File: config.mk
export PLATFORM = sky130hd
export DESIGN_NAME = lsu_dmem_access_ctrl_flat
export DESIGN_NICKNAME = d
export VERILOG_FILES = /design/src/rtl/lsu_dmem_access_ctrl_if.sv /design/src/rtl/lsu_dmem_access_ctrl.sv /design/src/flat_wrapper.sv
export SDC_FILE = /design/constraint.sdc
export NUM_CORES = 1
export LEC_CHECK = 0
export ABC_AREA = 1
export CAP_MARGIN = 20
export CORE_AREA = 10 10 222 224
export CTS_BUF_LIST = sky130_fd_sc_hd__clkbuf_2
export CTS_CLUSTER_SIZE = 28
export DETAILED_ROUTE_END_ITERATION = 10
export DIE_AREA = 0 0 232 234
export PLACE_DENSITY = 0.47
export SETUP_SLACK_MARGIN = 0.2
export SYNTH_ARGS = -nofsm -noshare
export SYNTH_HDL_FRONTEND = slang
export SYNTH_SLANG_ARGS = --single-unit
File: constraint.sdc
create_clock -name clk -period 3.95 [get_ports clk]
set_input_delay 0.5925 -clock clk [delete_from_list [all_inputs] [get_ports clk]]
set_output_delay 0.5925 -clock clk [all_outputs]
set_load 0.02 [all_outputs]
File: src/rtl/lsu_dmem_access_ctrl_if.sv
// rtl/lsu_dmem_access_ctrl_if.sv - request, data-memory and response bundle for the LSU dmem controller
interface lsu_dmem_access_ctrl_if #(
  parameter int LINE_W = 128,
  parameter int AW     = 32,
  parameter int DW     = 32
);
  logic              core_req_valid;
  logic              core_req_ready;
  logic              core_req_we;
  logic [1:0]        core_req_size;
  logic              core_req_unsigned;
  logic [AW-1:0]     core_req_addr;
  logic [DW-1:0]     core_req_wdata;

  logic              dbg_req_valid;
  logic              dbg_req_ready;
  logic              dbg_req_we;
  logic [1:0]        dbg_req_size;
  logic              dbg_req_unsigned;
  logic [AW-1:0]     dbg_req_addr;
  logic [DW-1:0]     dbg_req_wdata;

  logic              dmem_en;
  logic              dmem_we;
  logic [AW-5:0]     dmem_line_addr;
  logic [15:0]       dmem_be;
  logic [LINE_W-1:0] dmem_wdata;
  logic [LINE_W-1:0] dmem_rdata;

  logic              resp_valid;
  logic              resp_ready;
  logic              resp_id;
  logic              resp_is_load;
  logic              resp_misaligned;
  logic [LINE_W-1:0] resp_line;
  logic              sel_lb;
  logic              sel_lh;
  logic              sel_lw;
  logic              sel_unsigned;
  logic [3:0]        sel_addr;

  modport master (
    output core_req_valid, core_req_we, core_req_size, core_req_unsigned, core_req_addr, core_req_wdata,
    output dbg_req_valid, dbg_req_we, dbg_req_size, dbg_req_unsigned, dbg_req_addr, dbg_req_wdata,
    output dmem_rdata, resp_ready,
    input  core_req_ready, dbg_req_ready,
    input  dmem_en, dmem_we, dmem_line_addr, dmem_be, dmem_wdata,
    input  resp_valid, resp_id, resp_is_load, resp_misaligned, resp_line,
    input  sel_lb, sel_lh, sel_lw, sel_unsigned, sel_addr
  );

  modport slave (
    input  core_req_valid, core_req_we, core_req_size, core_req_unsigned, core_req_addr, core_req_wdata,
    input  dbg_req_valid, dbg_req_we, dbg_req_size, dbg_req_unsigned, dbg_req_addr, dbg_req_wdata,
    input  dmem_rdata, resp_ready,
    output core_req_ready, dbg_req_ready,
    output dmem_en, dmem_we, dmem_line_addr, dmem_be, dmem_wdata,
    output resp_valid, resp_id, resp_is_load, resp_misaligned, resp_line,
    output sel_lb, sel_lh, sel_lw, sel_unsigned, sel_addr
  );
endinterface

File: src/rtl/lsu_dmem_access_ctrl.sv
// rtl/lsu_dmem_access_ctrl.sv - round-robin core/debug arbiter and single-outstanding dmem access sequencer
module lsu_dmem_access_ctrl #(
  parameter int LINE_W = 128,
  parameter int AW     = 32,
  parameter int DW     = 32
) (
  input  logic                  clk,
  input  logic                  rst_n,
  lsu_dmem_access_ctrl_if.slave bus
);
  typedef enum logic [1:0] {IDLE, RDWAIT, RESP} state_t;

  state_t            state_q, state_d;
  logic              last_dbg_q;
  logic              grant_dbg, accept, fault, ok_load, r_we, r_uns;
  logic [1:0]        r_size;
  logic [AW-1:0]     r_addr;
  logic [DW-1:0]     r_wdata;
  logic [15:0]       mask;
  logic [LINE_W-1:0] repl;

  always_comb begin
    state_d            = state_q;
    accept             = 1'b0;
    bus.core_req_ready = 1'b0;
    bus.dbg_req_ready  = 1'b0;
    bus.dmem_en        = 1'b0;
    bus.dmem_we        = 1'b0;
    bus.dmem_be        = '0;
    bus.dmem_wdata     = '0;
    bus.dmem_line_addr = '0;

    // Debug wins only when alone or when the core took the previous grant.
    grant_dbg = bus.dbg_req_valid & (~bus.core_req_valid | ~last_dbg_q);
    r_we      = grant_dbg ? bus.dbg_req_we       : bus.core_req_we;
    r_size    = grant_dbg ? bus.dbg_req_size     : bus.core_req_size;
    r_uns     = grant_dbg ? bus.dbg_req_unsigned : bus.core_req_unsigned;
    r_addr    = grant_dbg ? bus.dbg_req_addr     : bus.core_req_addr;
    r_wdata   = grant_dbg ? bus.dbg_req_wdata    : bus.core_req_wdata;

    fault   = (r_size == 2'd3) || (r_size == 2'd1 && r_addr[0]) || (r_size == 2'd2 && r_addr[1:0] != 2'b00);
    ok_load = ~fault & ~r_we;

    case (r_size)
      2'd0:    begin mask = 16'h0001; repl = {(LINE_W/8){r_wdata[7:0]}};   end
      2'd1:    begin mask = 16'h0003; repl = {(LINE_W/16){r_wdata[15:0]}}; end
      default: begin mask = 16'h000F; repl = {(LINE_W/32){r_wdata[31:0]}}; end
    endcase

    case (state_q)
      IDLE: begin
        if (rst_n) begin
          accept             = bus.core_req_valid | bus.dbg_req_valid;
          bus.core_req_ready = bus.core_req_valid & ~grant_dbg;
          bus.dbg_req_ready  = grant_dbg;
        end
        if (accept) begin
          bus.dmem_en        = ~fault;
          bus.dmem_we        = ~fault & r_we;
          bus.dmem_be        = (~fault & r_we) ? (mask << r_addr[3:0]) : 16'h0000;
          bus.dmem_wdata     = (~fault & r_we) ? repl : '0;
          bus.dmem_line_addr = fault ? '0 : r_addr[AW-1:4];
          state_d            = ok_load ? RDWAIT : RESP;
        end
      end
      RDWAIT:  state_d = RESP;
      RESP:    if (bus.resp_valid && bus.resp_ready) state_d = IDLE;
      default: state_d = IDLE;
    endcase
  end

  always_ff @(posedge clk or negedge rst_n) begin
    if (!rst_n) begin
      state_q             <= IDLE;
      last_dbg_q          <= 1'b1;
      bus.resp_valid      <= 1'b0;
      bus.resp_id         <= 1'b0;
      bus.resp_is_load    <= 1'b0;
      bus.resp_misaligned <= 1'b0;
      bus.resp_line       <= '0;
      bus.sel_lb          <= 1'b0;
      bus.sel_lh          <= 1'b0;
      bus.sel_lw          <= 1'b0;
      bus.sel_unsigned    <= 1'b0;
      bus.sel_addr        <= 4'h0;
    end else begin
      state_q <= state_d;
      if (accept) begin
        last_dbg_q          <= grant_dbg;
        bus.resp_id         <= grant_dbg;
        bus.resp_is_load    <= ~r_we;
        bus.resp_misaligned <= fault;
        bus.sel_lb          <= ok_load && r_size == 2'd0;
        bus.sel_lh          <= ok_load && r_size == 2'd1;
        bus.sel_lw          <= ok_load && r_size == 2'd2;
        bus.sel_unsigned    <= ok_load & r_uns;
        bus.sel_addr        <= ok_load ? r_addr[3:0] : 4'h0;
        // Stores and faults respond next cycle; loads wait for the line.
        bus.resp_valid      <= ~ok_load;
      end
      if (state_q == RDWAIT) begin
        bus.resp_line  <= bus.dmem_rdata;
        bus.resp_valid <= 1'b1;
      end
      if (state_q == RESP && bus.resp_valid && bus.resp_ready) begin
        bus.resp_valid <= 1'b0;
      end
    end
  end
endmodule

File: src/flat_wrapper.sv
// flat-port wrapper written by rule: the top's interface ports become plain ports
module lsu_dmem_access_ctrl_flat 
#(
  parameter int LINE_W = 128,
  parameter int AW     = 32,
  parameter int DW     = 32
)
  (clk, rst_n, bus_core_req_valid, bus_core_req_we, bus_core_req_size, bus_core_req_unsigned, bus_core_req_addr, bus_core_req_wdata, bus_dbg_req_valid, bus_dbg_req_we, bus_dbg_req_size, bus_dbg_req_unsigned, bus_dbg_req_addr, bus_dbg_req_wdata, bus_dmem_rdata, bus_resp_ready, bus_core_req_ready, bus_dbg_req_ready, bus_dmem_en, bus_dmem_we, bus_dmem_line_addr, bus_dmem_be, bus_dmem_wdata, bus_resp_valid, bus_resp_id, bus_resp_is_load, bus_resp_misaligned, bus_resp_line, bus_sel_lb, bus_sel_lh, bus_sel_lw, bus_sel_unsigned, bus_sel_addr);
  lsu_dmem_access_ctrl_if #(.LINE_W(LINE_W), .AW(AW), .DW(DW)) bus_i ();
  input  logic clk;
  input  logic rst_n;
  input wire logic [$bits(bus_i.core_req_valid)-1:0] bus_core_req_valid;
  input wire logic [$bits(bus_i.core_req_we)-1:0] bus_core_req_we;
  input wire logic [$bits(bus_i.core_req_size)-1:0] bus_core_req_size;
  input wire logic [$bits(bus_i.core_req_unsigned)-1:0] bus_core_req_unsigned;
  input wire logic [$bits(bus_i.core_req_addr)-1:0] bus_core_req_addr;
  input wire logic [$bits(bus_i.core_req_wdata)-1:0] bus_core_req_wdata;
  input wire logic [$bits(bus_i.dbg_req_valid)-1:0] bus_dbg_req_valid;
  input wire logic [$bits(bus_i.dbg_req_we)-1:0] bus_dbg_req_we;
  input wire logic [$bits(bus_i.dbg_req_size)-1:0] bus_dbg_req_size;
  input wire logic [$bits(bus_i.dbg_req_unsigned)-1:0] bus_dbg_req_unsigned;
  input wire logic [$bits(bus_i.dbg_req_addr)-1:0] bus_dbg_req_addr;
  input wire logic [$bits(bus_i.dbg_req_wdata)-1:0] bus_dbg_req_wdata;
  input wire logic [$bits(bus_i.dmem_rdata)-1:0] bus_dmem_rdata;
  input wire logic [$bits(bus_i.resp_ready)-1:0] bus_resp_ready;
  output wire logic [$bits(bus_i.core_req_ready)-1:0] bus_core_req_ready;
  output wire logic [$bits(bus_i.dbg_req_ready)-1:0] bus_dbg_req_ready;
  output wire logic [$bits(bus_i.dmem_en)-1:0] bus_dmem_en;
  output wire logic [$bits(bus_i.dmem_we)-1:0] bus_dmem_we;
  output wire logic [$bits(bus_i.dmem_line_addr)-1:0] bus_dmem_line_addr;
  output wire logic [$bits(bus_i.dmem_be)-1:0] bus_dmem_be;
  output wire logic [$bits(bus_i.dmem_wdata)-1:0] bus_dmem_wdata;
  output wire logic [$bits(bus_i.resp_valid)-1:0] bus_resp_valid;
  output wire logic [$bits(bus_i.resp_id)-1:0] bus_resp_id;
  output wire logic [$bits(bus_i.resp_is_load)-1:0] bus_resp_is_load;
  output wire logic [$bits(bus_i.resp_misaligned)-1:0] bus_resp_misaligned;
  output wire logic [$bits(bus_i.resp_line)-1:0] bus_resp_line;
  output wire logic [$bits(bus_i.sel_lb)-1:0] bus_sel_lb;
  output wire logic [$bits(bus_i.sel_lh)-1:0] bus_sel_lh;
  output wire logic [$bits(bus_i.sel_lw)-1:0] bus_sel_lw;
  output wire logic [$bits(bus_i.sel_unsigned)-1:0] bus_sel_unsigned;
  output wire logic [$bits(bus_i.sel_addr)-1:0] bus_sel_addr;
  assign bus_i.core_req_valid = bus_core_req_valid;
  assign bus_i.core_req_we = bus_core_req_we;
  assign bus_i.core_req_size = bus_core_req_size;
  assign bus_i.core_req_unsigned = bus_core_req_unsigned;
  assign bus_i.core_req_addr = bus_core_req_addr;
  assign bus_i.core_req_wdata = bus_core_req_wdata;
  assign bus_i.dbg_req_valid = bus_dbg_req_valid;
  assign bus_i.dbg_req_we = bus_dbg_req_we;
  assign bus_i.dbg_req_size = bus_dbg_req_size;
  assign bus_i.dbg_req_unsigned = bus_dbg_req_unsigned;
  assign bus_i.dbg_req_addr = bus_dbg_req_addr;
  assign bus_i.dbg_req_wdata = bus_dbg_req_wdata;
  assign bus_i.dmem_rdata = bus_dmem_rdata;
  assign bus_i.resp_ready = bus_resp_ready;
  assign bus_core_req_ready = bus_i.core_req_ready;
  assign bus_dbg_req_ready = bus_i.dbg_req_ready;
  assign bus_dmem_en = bus_i.dmem_en;
  assign bus_dmem_we = bus_i.dmem_we;
  assign bus_dmem_line_addr = bus_i.dmem_line_addr;
  assign bus_dmem_be = bus_i.dmem_be;
  assign bus_dmem_wdata = bus_i.dmem_wdata;
  assign bus_resp_valid = bus_i.resp_valid;
  assign bus_resp_id = bus_i.resp_id;
  assign bus_resp_is_load = bus_i.resp_is_load;
  assign bus_resp_misaligned = bus_i.resp_misaligned;
  assign bus_resp_line = bus_i.resp_line;
  assign bus_sel_lb = bus_i.sel_lb;
  assign bus_sel_lh = bus_i.sel_lh;
  assign bus_sel_lw = bus_i.sel_lw;
  assign bus_sel_unsigned = bus_i.sel_unsigned;
  assign bus_sel_addr = bus_i.sel_addr;
  lsu_dmem_access_ctrl #(.LINE_W(LINE_W), .AW(AW), .DW(DW)) u_core (.clk(clk), .rst_n(rst_n), .bus(bus_i));
endmodule
# ---- Yosys cells after proc, flatten, opt, wreduce, memory -nomap -nowiden
# Index checks and enable logic that the tools add are counted.
dict set report totals {
  output_inout_bits 316
  reg_bits 143
  input_bits 269
  elab_cells 83
}
dict set report op_classes {
  reduce_logical 15
  eq_ne 7
  n_bitwise 13
  muxes 35
  shift 1
}
# operator count
set ops {}
lappend ops {{128-bit two-way mux} 3}
lappend ops {{128-bit case mux with 2 select lines} 1}
lappend ops {{28-bit two-way mux} 3}
lappend ops {{32-bit two-way mux} 2}
lappend ops {{16-bit two-way mux} 3}
lappend ops {{1-bit two-way mux} 16}
lappend ops {{4-bit by 4-bit left shift with 16-bit output} 1}
lappend ops {{1-bit logical AND} 8}
lappend ops {{2-bit two-way mux} 4}
lappend ops {{4-bit case mux with 2 select lines} 1}
lappend ops {{2-bit equality test (second input constant)} 3}
lappend ops {{1-bit NOT} 6}
lappend ops {{2-bit case mux with 3 select lines} 1}
lappend ops {{1-bit bitwise AND} 5}
lappend ops {{2-bit by 1-bit equality test with 1-bit output (second input constant)} 2}
lappend ops {{2-bit zero test} 2}
lappend ops {{4-bit two-way mux} 1}
lappend ops {{2-bit by 1-bit inequality test with 1-bit output (second input constant)} 2}
lappend ops {{3-bit nonzero test} 1}
lappend ops {{1-bit logical OR} 2}
lappend ops {{1-bit bitwise OR} 2}
lappend ops {{2-bit AND reduction} 1}
lappend ops {{2-bit nonzero test} 1}

# ---- Depth between registers and ports, before layout
dict set report depth {
  depth_word 14
  mapped_depth 13
}

# ---- Worst setup path after synthesis
# No wires, ideal clock.
dict set report synth_timing {
  path_kind {input to output}
  start {input port bus_dbg_req_valid}
  end {output port bus_dmem_wdata[117]}
  arrival_time_ps 2301
  t_required_ps 3357
  path_stages 10
  setup_slack_ps 1056
  path_cell_list {buf_4 nand2_2 buf_6 nand2_2 nand2_2 buf_2 buf_6 or2_2 a21oi_1 buf_4}
}
dict set report synth_between {
  elab_chain_len 11
  word_cells_on_any_way 23
  classes_between {eq/ne: 3; mux: 10; bitwise: 4; reduce/logical: 6}
}
# element line_no
set synth_lines {}
lappend synth_lines {{start, declared} flat_wrapper.sv:18} ;# input wire logic [$bits(bus_i.dbg_req_valid)-1:0] bus_dbg_req_valid;
lappend synth_lines {{1-bit bitwise AND} lsu_dmem_access_ctrl.sv:34} ;# grant_dbg = bus.dbg_req_valid & (~bus.core_req_valid | ~last_dbg_q);
lappend synth_lines {{2-bit two-way mux} lsu_dmem_access_ctrl.sv:36} ;# r_size = grant_dbg ? bus.dbg_req_size : bus.core_req_size;
lappend synth_lines {{2-bit by 1-bit equality test with 1-bit output} {lsu_dmem_access_ctrl.sv:41, lsu_dmem_access_ctrl.sv:44}}
lappend synth_lines {{1-bit logical AND} lsu_dmem_access_ctrl.sv:41} ;# fault = (r_size == 2'd3) || (r_size == 2'd1 && r_addr[0]) || (r_size == 2'd2 && r_addr[1:0] != 2'b00);
lappend synth_lines {{1-bit logical OR (2 in a row)} lsu_dmem_access_ctrl.sv:41}
lappend synth_lines {{1-bit NOT} lsu_dmem_access_ctrl.sv:61} ;# bus.dmem_wdata = (~fault & r_we) ? repl : '0;
lappend synth_lines {{1-bit bitwise AND} lsu_dmem_access_ctrl.sv:61}
lappend synth_lines {{128-bit two-way mux} lsu_dmem_access_ctrl.sv:61}
lappend synth_lines {{128-bit two-way mux *} lsu_dmem_access_ctrl.sv:57} ;# if (accept) begin
lappend synth_lines {{128-bit two-way mux *} lsu_dmem_access_ctrl.sv:50} ;# case (state_q)
lappend synth_lines {{end, declared} flat_wrapper.sv:32} ;# output wire logic [$bits(bus_i.dmem_wdata)-1:0] bus_dmem_wdata;
# Mark *: on every way between the ends. The rest lies on a longest branch, timed or not. The select of a mux whose other input is x is not followed.

# ---- Worst setup path after layout
dict set report layout_timing {
  start {register u_core.last_dbg_q}
  end {output port bus_dmem_wdata[37]}
}
dict set report layout_between {
  elab_chain_len 13
  word_cells_on_any_way 21
  classes_between {eq/ne: 3; mux: 8; bitwise: 5; reduce/logical: 5}
}
# element line_no
set layout_lines {}
lappend layout_lines {{start, declared} lsu_dmem_access_ctrl.sv:14} ;# logic last_dbg_q;
lappend layout_lines {{start signal, assigned} lsu_dmem_access_ctrl.sv:89} ;# last_dbg_q <= grant_dbg;
lappend layout_lines {{1-bit NOT *} lsu_dmem_access_ctrl.sv:34}
lappend layout_lines {{1-bit bitwise OR *} lsu_dmem_access_ctrl.sv:34}
lappend layout_lines {{1-bit bitwise AND *} lsu_dmem_access_ctrl.sv:34}
lappend layout_lines {{2-bit two-way mux} lsu_dmem_access_ctrl.sv:36}
lappend layout_lines {{2-bit by 1-bit equality test with 1-bit output} lsu_dmem_access_ctrl.sv:41}
lappend layout_lines {{1-bit logical AND} lsu_dmem_access_ctrl.sv:41}
lappend layout_lines {{1-bit logical OR (2 in a row)} lsu_dmem_access_ctrl.sv:41}
lappend layout_lines {{1-bit NOT} lsu_dmem_access_ctrl.sv:61}
lappend layout_lines {{1-bit bitwise AND} lsu_dmem_access_ctrl.sv:61}
lappend layout_lines {{128-bit two-way mux *} lsu_dmem_access_ctrl.sv:61}
lappend layout_lines {{128-bit two-way mux *} lsu_dmem_access_ctrl.sv:57}
lappend layout_lines {{128-bit two-way mux *} lsu_dmem_access_ctrl.sv:50}
# Mark *: on every way between the ends. The rest lies on a longest branch, timed or not.

==> flow_summary.ini <==
[floorplanning]
die_y_um = 234
io_pins = 585
die_x_um = 232
core_area_um2 = 44900
die-area_um2 = 54300
start_util_pct = 17.4
row_count = 78

[worst_setup_path]
endpoint = bus_dmem_wdata[37]
startpoint = u_core.last_dbg_q$_DFFE_PN1P_
crit_fanout = 24
path_class = reg2out
reg2reg_slack_ns = 1.87
crit_arrival_ns = 2.94
critPathRequiredTime_ns = 3.36
critPathCaptureType = output pin
rr_startpoint = u_core.last_dbg_q$_DFFE_PN1P_
r2r_cells = 10
rr_endpoint = u_core.bus.sel_unsigned$_DFFE_PN0P_
crit_path_start_kind = flip-flop

[logic_synthesis]
synthTopCellsByArea = dfrtp_1, nand2_1, buf_4, nor2_1, a21oi_1
syn_area_um2 = 7810
synth_cell_types = 29
synth_edf_count = 0
synth-main-ff-cell = dfrtp_1
ys_seq_elements = 143
synth_warnings = 0
yosysTopAreaCellShare_pct = 45.5
avgSynthCellArea_um2 = 7.28
yosysMostFrequentCell = nand2_1
syn_nets = 1341
synth_area_leader_cell = dfrtp_1
netlist_instances = 1072
synth_common_cells = nand2_1, dfrtp_1, buf_4
seq_area_frac_synth_pct = 45.9
async_reset_ff_share_pct = 100

[power_and_ir_drop]
pwr-share-seq_pct = 31.1
p_leak_nw = 6.75
switchingPower_w = 0.00358
ir_drop_mv = 0.305
clkPwrFrac_pct = 13.3
p_int_w = 0.00471
p_sw_share_pct = 43.2
power_frac_comb_pct = 55.7
powerDensity_nw_per_um2 = 598

[timing]
finalSetupViolations = 0
period_share_pct = 89.4
final_hold_viol_count = 0
rsz0062_at_grt = yes
skew_ns = 0.0271
fmax_ghz = 0.283
period_needed_ns = 3.53
relSlewSlack_pct = 42.8
whs_ns = 0.310
tightest_slew_ns = 0.859
slew_viol_final = 0

[global_route]
grtUsageTotal_pct = 15.5
grt_pass1_wl_um = 62400
grt_pass1_vias = 9022
met3_usage_pct = 6.45
grtUsageMet1_pct = 16.1
gr-total-overflow = 0
use_met2_pct = 28.3
grt_max_degree = 144
grt_busiest_layer = met2
antenna_found_initial = 3

[cts]
clock_latency_ns = 0.75
clockBufferDepth = 2
clk_pin_slew_ns = 0.26
htree_levels = 4
cts_made_buffers = 17
cts_root_buf = clkbuf_2
cts.sinks = 143
cts_tree = yes

[run]
maxCapViolCount = 0

[placement]
gp_congestion = 0.899
io_buffers = 584
hpwl_um = 35900
placedInstanceArea_um2 = 13900

[routing]
drtIter0Drc = 357
ant_nets = 0
drtPass1Iterations = 5
viasPerCell = 3.94
wire_per_inst_um = 20.3
drc = 0
routed_wl_um = 44400
vias = 8638

[cells_and_area]
fin_area_um2 = 13900
syn2layout_area_growth_pct = 77.7
drive_above_1_share_pct = 19.5
n_fill_cell = 4904
nets = 1848

[hold_path]
hold_depth = 3
hold_path_class = in2reg

[outcome]
status = complete, no violations
==> registers in the layout (all words and copies together) (netlist names) <==
| register | flops |
|---|---|
| u_core.bus.sel_lh | 1 |
| u_core.bus.sel_unsigned | 1 |
| u_core.bus.resp_line | 128 |
| u_core.last_dbg_q | 1 |
| u_core.bus.resp_misaligned | 1 |
| u_core.bus.sel_lw | 1 |
| u_core.bus.resp_id | 1 |
| u_core.bus.resp_valid | 1 |
| u_core.state_q | 2 |
| u_core.bus.sel_addr | 4 |
| u_core.bus.sel_lb | 1 |
| u_core.bus.resp_is_load | 1 |
==> power by group through the flow <==
stage / Clock (W) / Combinational (W) / Sequential [W]
after floorplan: 0 / 0.00125 / 0.00348
after global placement: 0 / 0.00469 / 0.00259
after detailed placement: 0 / 0.00471 / 0.00262
after CTS: 0.00118 / 0.00470 / 0.00259
after global routing: 0.00123 / 0.00497 / 0.00268
final: 0.00110 / 0.00461 / 0.00258
==> through the flow <==
stage | total power [W] | std cells | setup TNS, ns | setup slack [ns] | util (%)
2_1_floorplan | 0.00474 | 1072 | 0 | 1.06 | -
3_3_place_gp | 0.00728 | 2156 | -0.0949 | -0.0246 | 30.9
3_5_place_dp | 0.00733 | 2156 | -0.188 | -0.0514 | 30.9
4_1_cts | 0.00847 | 2188 | 0 | 0.120 | 31.7
5_1_grt | 0.00888 | 2192 | 0 | 0.128 | 30.9
6_report | 0.00829 | 2193 | 0 | 0.420 | 30.9
==> cells by family (layout without fill, tap and decap cells) <==
kind of cell	after synthesis	count (layout)	synth area share, %
AND/OR/NAND/NOR	683	683	34.7
buffers and inverters	173	692	13.9
flip-flops	143	143	45.9
AO/OA/AOI/OAI	61	61	4.09
multiplexers	12	12	1.54
other	0	2	0
==> what timing repair did <==
item,CTS,global route
hold buffers,1,0
gates resized for setup,496,147
endpoints found under the hold margin,142,0
setup endpoints to repair,171,161
buffers inserted,0,2
pin swaps,1,3
gates cloned,0,1
==> worst min-delay path by stage <==
stage,startpoint,to,slack [ns]
after floorplan,rst_n,u_core.bus.resp_id$_DFFE_PN0P_,0.30
final,bus_dmem_rdata[115],u_core.bus.resp_line[115]$_DFFE_PN0P_,0.31
after global placement,u_core.bus.resp_line[127]$_DFFE_PN0P_,u_core.bus.resp_line[127]$_DFFE_PN0P_,0.45
after global routing,bus_dmem_rdata[118],u_core.bus.resp_line[118]$_DFFE_PN0P_,0.19
after CTS,bus_dmem_rdata[115],u_core.bus.resp_line[115]$_DFFE_PN0P_,0.13
after detailed placement,u_core.bus.resp_line[66]$_DFFE_PN0P_,u_core.bus.resp_line[66]$_DFFE_PN0P_,0.46
==> layout make-up <==
cell class	count	area, µm²	share of cell area, %
well taps	600	751	5.41
flip-flops and latches	143	3580	25.8
clock buffers	19	95.1	0.686
clock inverters	12	209	1.51
diodes	2	5.00	0.0361
inverters	24	97.6	0.704
repair buffers	637	5810	41.9
multi-input cells	756	3330	24.0
==> worst max-delay path, cell delays in order, from the launching register on <==
cell	delay [ns]
dfstp_2	0.63
nand2_4	0.11
nand2_8	0.12
nand2_1	0.06
nand2_1	0.09
nand2_1	0.09
nand2_2	0.09
nand2_4	0.08
nor2_8	0.11
nand2_2	0.07
buf_12	0.17
nor2_2	0.17
dlygate4sd2_1	0.37
==> per-layer routing <==
| layer | up-vias | part of all wire [%] |
|---|---|---|
| met4 | 4 | 1.5 |
| met3 | 30 | 9.8 |
| li1 | 4201 | - |
| met2 | 370 | 52 |
| met5 | - | 0.050 |
| met1 | 4033 | 37 |
==> cell usage in the layout, fill, tap and decap left out, types with 5 or more instances in the layout <==
master and count:
a21oi_1 32, a21oi_2 5, buf_12 9, buf_2 84, buf_4 65, bufinv_16 5, clkbuf_2 47, clkdlybuf4s15_2 28
clkdlybuf4s50_1 407, dfrtp_1 142, inv_1 19, mux2i_1 10, nand2_1 570, nand2_2 7, nand3_1 23, nor2_1 44
nor2_2 5, nor2_4 10, o21ai_0 13, o21ai_1 5, or2_2 8
No activity file was read; power rests on OpenSTA's default activity.
==> variant 1, RTL diff (same flow settings) <==
Re-encode `state_t` (3 states) as one-hot, 3 bits wide.
--- a/src/rtl/lsu_dmem_access_ctrl.sv
+++ b/src/rtl/lsu_dmem_access_ctrl.sv
@@ -10,3 +10,3 @@
 );
-  typedef enum logic [1:0] {IDLE, RDWAIT, RESP} state_t;
+  typedef enum logic [2:0] {IDLE = 3'b001, RDWAIT = 3'b010, RESP = 3'b100} state_t;
 
Formal check against the unedited RTL: no difference found for any inputs over 4 cycles, from zero or initial values and one cycle with rst_n low; so few cycles prove little.
==> variant 1 against the original RTL <==
Worst setup slack lost 21 ps. Sequential power shrank 2%. Sequential cell count grew 1. Total power shrank 7.1%. Hold slack lost 39 ps. Global-route usage shrank 0.11 points. Synthesized area grew 2.0%. Design area grew 0.61%. Routed wire length shrank 0.86%. Sequential share of layout area is essentially flat.
==> variant 1: results (changes against the original RTL) <==
result of the run finished, final reports clean (unchanged); DRC violation total after the first TritonRoute iteration 457 (was 357); crit path max fanout 26 (was 24); final worst clock skew 48.8 ps (was 27.1 ps); Least-Margin Pin Slew 1040 ps (was 859 ps); most used standard cells in the synthesized netlist sky130_fd_sc_hd__nand2_1 (559), sky130_fd_sc_hd__dfrtp_1 (142), sky130_fd_sc_hd__buf_4 (102), sky130_fd_sc_hd__nor2_1 (52), sky130_fd_sc_hd__nand3_1 (31) (was sky130_fd_sc_hd__nand2_1 (572), sky130_fd_sc_hd__dfrtp_1 (142), sky130_fd_sc_hd__buf_4 (98), sky130_fd_sc_hd__nor2_1 (58), sky130_fd_sc_hd__a21oi_1 (38)); Clk Latency, worst-skew pair 800 ps (was 750 ps); fraction of layout cells with a size suffix above 1 20.4% (was 19.5%); worst-case reg-to-reg path depth 7 (was 10); detailed-route wire length 44.1 mm (was 44.4 mm); NumNets Final 1862 (was 1848); final RePlAce weighted congestion 0.869 (was 0.899); placed cell area 0.0140 mm² (was 0.0139 mm²); clock edge transition at the registers on the reported setup and hold paths 300 ps (was 260 ps); number of filler cells placed in the layout 4897 (was 4904); via count of the first global-routing pass 8997 (was 9022); Syn Inst Count 1076 (was 1072); average vias per placed instance 3.93 (was 3.94); startpoint of the most critical register-to-register path u_core.state_q[0]$_DFFE_PN1P_ (was u_core.last_dbg_q$_DFFE_PN1P_); detailed-route via count 8677 (was 8638); highest ir drop seen on vdd 0.404 mV (was 0.305 mV); leakage power 6.63 nW (was 6.75 nW); pin count of the biggest net entering global routing 145 (was 144); half-perimeter wire length after detailed placement 35.1 mm (was 35.9 mm); biggest area contributors in the synthesized netlist sky130_fd_sc_hd__dfrtp_1 (45%), sky130_fd_sc_hd__nand2_1 (26%), sky130_fd_sc_hd__buf_4 (9.6%) (was sky130_fd_sc_hd__dfrtp_1 (46%), sky130_fd_sc_hd__nand2_1 (28%), sky130_fd_sc_hd__buf_4 (9.4%)); endpoint of the lowest-slack register-to-register path u_core.bus.resp_valid$_DFFE_PN0P_ (was u_core.bus.sel_unsigned$_DFFE_PN0P_); number of placed cells counting well taps 2163 (was 2156); r2r setup slk 1540 ps (was 1870 ps); number of distinct library cell variants in the gate-level netlist after synthesis 30 (was 29); Largest stage delay, worst path 650 ps (was 630 ps); arrival time worst endpoint 2960 ps (was 2940 ps); net switching fraction of the power 43.9% (was 43.2%); registers with the most flip-flops u_core.bus.resp_line: 128 flops, u_core.bus.sel_addr: 4 flops, u_core.state_q: 3 flops (was u_core.bus.resp_line: 128 flops, u_core.bus.sel_addr: 4 flops, u_core.state_q: 2 flops); first-pass GRT wire length 62.4 mm (about the same); total routing resource utilization after global routing 15.4% (was 15.5%); number of antenna violations at the first check in global routing 5 (was 3); Pwr Total 7.70 mW (was 8.29 mW)
==> variant 1: cell count changes after synthesis, sizes merged, moves of 3 or more <==
cell,delta
nand2,-6
nor2,-6
buf,+5
clkbuf,-5
nand3,+5
o21ai,+5
or2,+3
==> variant 1: kinds of logic (layout without fill, tap and decap cells) <==
group	after synthesis	after routing	synth area share [%]
other	0	3	0
AND/OR/NAND/NOR	680	681	34.3
buffers and inverters	174	703	13.7
flip-flops	144	144	45.3
multiplexers	11	11	1.38
AO/OA/AOI/OAI	67	67	5.30
==> variant 1: layout make-up <==
type / count / area, µm² / area share, %
Tap cell: 600 / 751 / 5.38
Multi-Input combinational cell: 759 / 3410 / 24.4
Timing Repair Buffer: 646 / 5840 / 41.8
Inverter: 25 / 104 / 0.744
Antenna cell: 3 / 7.51 / 0.0538
Clock buffer: 18 / 90.1 / 0.646
Sequential cell: 144 / 3610 / 25.8
Clock inverter: 14 / 146 / 1.05
==> variant 1: tightest hold or removal path: stages <==
cell and delay, ps:
sky130_fd_sc_hd__clkdlybuf4s50_1 390, sky130_fd_sc_hd__nand2_1 60, sky130_fd_sc_hd__nand2_1 40
==> variant 1: worst min-delay path by stage <==
stage / startpoint / endpoint / slack, ps / cells past startpoint
global route: bus_dmem_rdata[19] / u_core.bus.resp_line[19]$_DFFE_PN0N_ / 110 / 3
CTS: bus_dmem_rdata[14] / u_core.bus.resp_line[14]$_DFFE_PN0N_ / 80 / 3
finish: bus_dmem_rdata[16] / u_core.bus.resp_line[16]$_DFFE_PN0N_ / 270 / 3
floorplan: rst_n / u_core.bus.resp_id$_DFFE_PN0P_ / 300 / 0
global placement: u_core.bus.resp_line[97]$_DFFE_PN0N_ / u_core.bus.resp_line[97]$_DFFE_PN0N_ / 460 / 2
detailed placement: u_core.bus.resp_line[70]$_DFFE_PN0N_ / u_core.bus.resp_line[70]$_DFFE_PN0N_ / 460 / 2
==> variant 1: layer usage <==
| layer | up-vias | share of wire, % | global-route usage (%) | wire (µm) |
|---|---|---|---|---|
| li1 | 4249 | - | - | - |
| met3 | 18 | 10 | 6.50 | 4470 |
| met2 | 388 | 51 | 27.4 | 22400 |
| met5 | - | 0.027 | 0 | 12 |
| met4 | 2 | 0.83 | 3.12 | 366 |
| met1 | 4020 | 38 | 16.8 | 16800 |
==> variant 1: repair_timing <==
action | CTS | global route
resized for setup | 473 | 161
hold buffers | 1 | 0
endpoints found under the hold margin | 143 | 0
buffers inserted | 8 | 1
cloned | 1 | 0
pin swaps | 3 | 6
endpoints found under the setup margin | 174 | 162
==> variant 1: through the flow <==
stage          utilization [%]  setup WS [ps]  hold slack (ps)
2_1_floorplan                -           1090              297
3_3_place_gp              31.2          -64.2              461
3_5_place_dp              31.2          -86.0              464
4_1_cts                   31.9           8.14             82.7
5_1_grt                   31.1            119              112
6_report                  31.1            399              270
==> variant 2, RTL diff (same flow settings) <==
Without the edit above. Make the reset (`rst_n`) synchronous in one clocked block.
--- a/src/rtl/lsu_dmem_access_ctrl.sv
+++ b/src/rtl/lsu_dmem_access_ctrl.sv
@@ -71,3 +71,3 @@
 
-  always_ff @(posedge clk or negedge rst_n) begin
+  always_ff @(posedge clk) begin
     if (!rst_n) begin
Function: differs if rst_n is asserted again (counterexample within 4 cycles, from zero or initial values and one cycle with rst_n low); with rst_n held inactive, the same outputs for 4 cycles.
==> variant 2 against the original RTL <==
Sequential cell count is the same. Via count rose by 4.0%. Synthesized area decreased by 4.3%. Clock skew is 1.6 ps higher. Routed wire length barely moved. First-iteration DRC count rose by 22%. Worst setup slack lost 14 ps. Design area down 2.0%.
Power is not compared: it rests on default switching activity, and its combinational part moved more than twofold at a synthesized area within 25%.
==> variant 2: results (changes against the original RTL) <==
result of the run finished, final reports clean (unchanged); Signal buf overhead 45.0% (was 41.9%); detailed-route wire length 44.5 mm (was 44.4 mm); mux share of post-synthesis cell area 1.07% (was 1.54%); total routing resource utilization after global routing 15.5% (about the same); arrival time worst endpoint 2950 ps (was 2940 ps); final RePlAce weighted congestion 0.871 (was 0.899); pin count of the biggest net entering global routing 94 (was 144); detailed-routing iteration count for the pre-antenna-repair pass 4 (was 5); sequential standard cell area 0.00286 mm² (was 0.00358 mm²); DRC violation total after the first TritonRoute iteration 436 (was 357); number of filler cells placed in the layout 4975 (was 4904); Relative slew margins 42.3% (was 42.8%); pre-CTS setup slack -44.5 ps (was -51.4 ps); final-layout clock buffer total 17 (was 19); detailed-route via count 8982 (was 8638); number of combinational gates with multiple inputs 776 (was 756); met1 usage in global routing 14.6% (was 16.1%); clock edge transition at the registers on the reported setup and hold paths 240 ps (was 260 ps); Seq/Total Area, Yosys 38.3% (was 45.9%); via count of the first global-routing pass 9317 (was 9022); multi-input combinational area share 25.2% (was 24.0%); Clk Latency, worst-skew pair 780 ps (was 750 ps); relative area of clock buffers and inverters in the final design 1.67% (was 2.19%); first-pass GRT wire length 63.2 mm (was 62.4 mm); fraction of the mapped netlist area in compound gates 13.1% (was 4.09%); NumNets Final 1891 (was 1848); Inverters, non-clock 50 (was 24); fraction of layout cells with a size suffix above 1 8.27% (was 19.5%); half-perimeter wire length after detailed placement 36.2 mm (was 35.9 mm); met2 routing resource usage after global routing 28.4% (was 28.3%); seq_cells 143 (unchanged); biggest area contributors in the synthesized netlist sky130_fd_sc_hd__dfxtp_1 (38%), sky130_fd_sc_hd__nor2_1 (16%), sky130_fd_sc_hd__o21ai_0 (11%) (was sky130_fd_sc_hd__dfrtp_1 (46%), sky130_fd_sc_hd__nand2_1 (28%), sky130_fd_sc_hd__buf_4 (9.4%)); number of distinct library cell variants in the gate-level netlist after synthesis 27 (was 29); most used standard cells in the synthesized netlist sky130_fd_sc_hd__nor2_1 (325), sky130_fd_sc_hd__nand2_1 (191), sky130_fd_sc_hd__o21ai_0 (157), sky130_fd_sc_hd__dfxtp_1 (143), sky130_fd_sc_hd__buf_4 (101) (was sky130_fd_sc_hd__nand2_1 (572), sky130_fd_sc_hd__dfrtp_1 (142), sky130_fd_sc_hd__buf_4 (98), sky130_fd_sc_hd__nor2_1 (58), sky130_fd_sc_hd__a21oi_1 (38)); met3 track demand over resource 8.65% (was 6.45%)
==> variant 2: changes by cell type after synthesis, sizes merged, moves of 4 or more <==
cell    delta
nand2    -379
nor2     +267
dfxtp    +143
dfrtp    -142
o21ai    +138
inv       +25
clkbuf    +15
nand3     +12
or2        -8
a21oi      -5
mux2i      -4
==> variant 2: cells by family after synthesis <==
kind of cell           after synthesis
buffers and inverters              216
and+or+nand+nor                    574
muxes                                8
DFF                                143
AOI/OAI and AO/OA                  194
==> variant 2: worst max-delay path, stage by stage (launching register included) <==
cell	delay [ps]
sky130_fd_sc_hd__dfxtp_2	380
sky130_fd_sc_hd__nand2_4	100
sky130_fd_sc_hd__nand2_4	110
sky130_fd_sc_hd__buf_4	210
sky130_fd_sc_hd__inv_1	60
sky130_fd_sc_hd__buf_4	220
sky130_fd_sc_hd__buf_4	190
sky130_fd_sc_hd__nand2_1	60
sky130_fd_sc_hd__nand3_1	90
sky130_fd_sc_hd__nand3_1	80
sky130_fd_sc_hd__nor2_1	160
sky130_fd_sc_hd__buf_4	170
sky130_fd_sc_hd__dlygate4sd2_1	350
==> variant 2: repair_timing <==
action,CTS,global route
endpoints found under the hold margin,0,0
endpoints found under the setup margin,165,83
gates resized for setup,191,25
==> variant 2: through the flow <==
| step | cell area, µm² | util [%] | cells | setup TNS [ps] | power [mW] |
|---|---|---|---|---|---|
| 2_1_floorplan | 7470 | - | 1135 | 0 | 2.30 |
| 3_3_place_gp | 13500 | 30.0 | 2203 | -30.3 | 3.10 |
| 3_5_place_dp | 13500 | 30.0 | 2203 | -83.9 | 3.10 |
| 4_1_cts | 13600 | 30.2 | 2233 | 0 | 3.98 |
| 5_1_grt | 13600 | 30.3 | 2234 | 0 | 4.14 |
| 6_report | 13600 | 30.3 | 2237 | 0 | 3.90 |
==> variant 2: where the power goes <==
group	total, mW	internal [mW]	switching, mW
clock	0.870	0.286	0.584
combinational	1.43	0.650	0.775
sequential	1.60	1.55	0.0534
total	3.90	2.48	1.41
==> variant 2: worst paths after layout <==
| check | from | to | slack [ps] | cells past startpoint |
|---|---|---|---|---|
| worst min-delay path | bus_dmem_rdata[106] | u_core.bus.resp_line[106]$_SDFFE_PN0P_ | 360 | 3 |
| worst min register to register | u_core.bus.resp_is_load$_SDFFE_PN0P_ | u_core.bus.resp_is_load$_SDFFE_PN0P_ | 460 | 2 |
| worst max-delay path | u_core.last_dbg_q$_SDFFE_PN1P_ | bus_dmem_wdata[122] | 410 | 12 |
| worst max register to register | u_core.state_q[0]$_SDFFE_PN0P_ | u_core.bus.resp_line[67]$_SDFFE_PN0P_ | 1700 | 6 |
==> variant 2: metal layers <==
metal	wire length, µm	vias up
met3	5830	31
met5	27	-
met2	22500	396
li1	-	4446
met1	15300	4105
met4	746	4
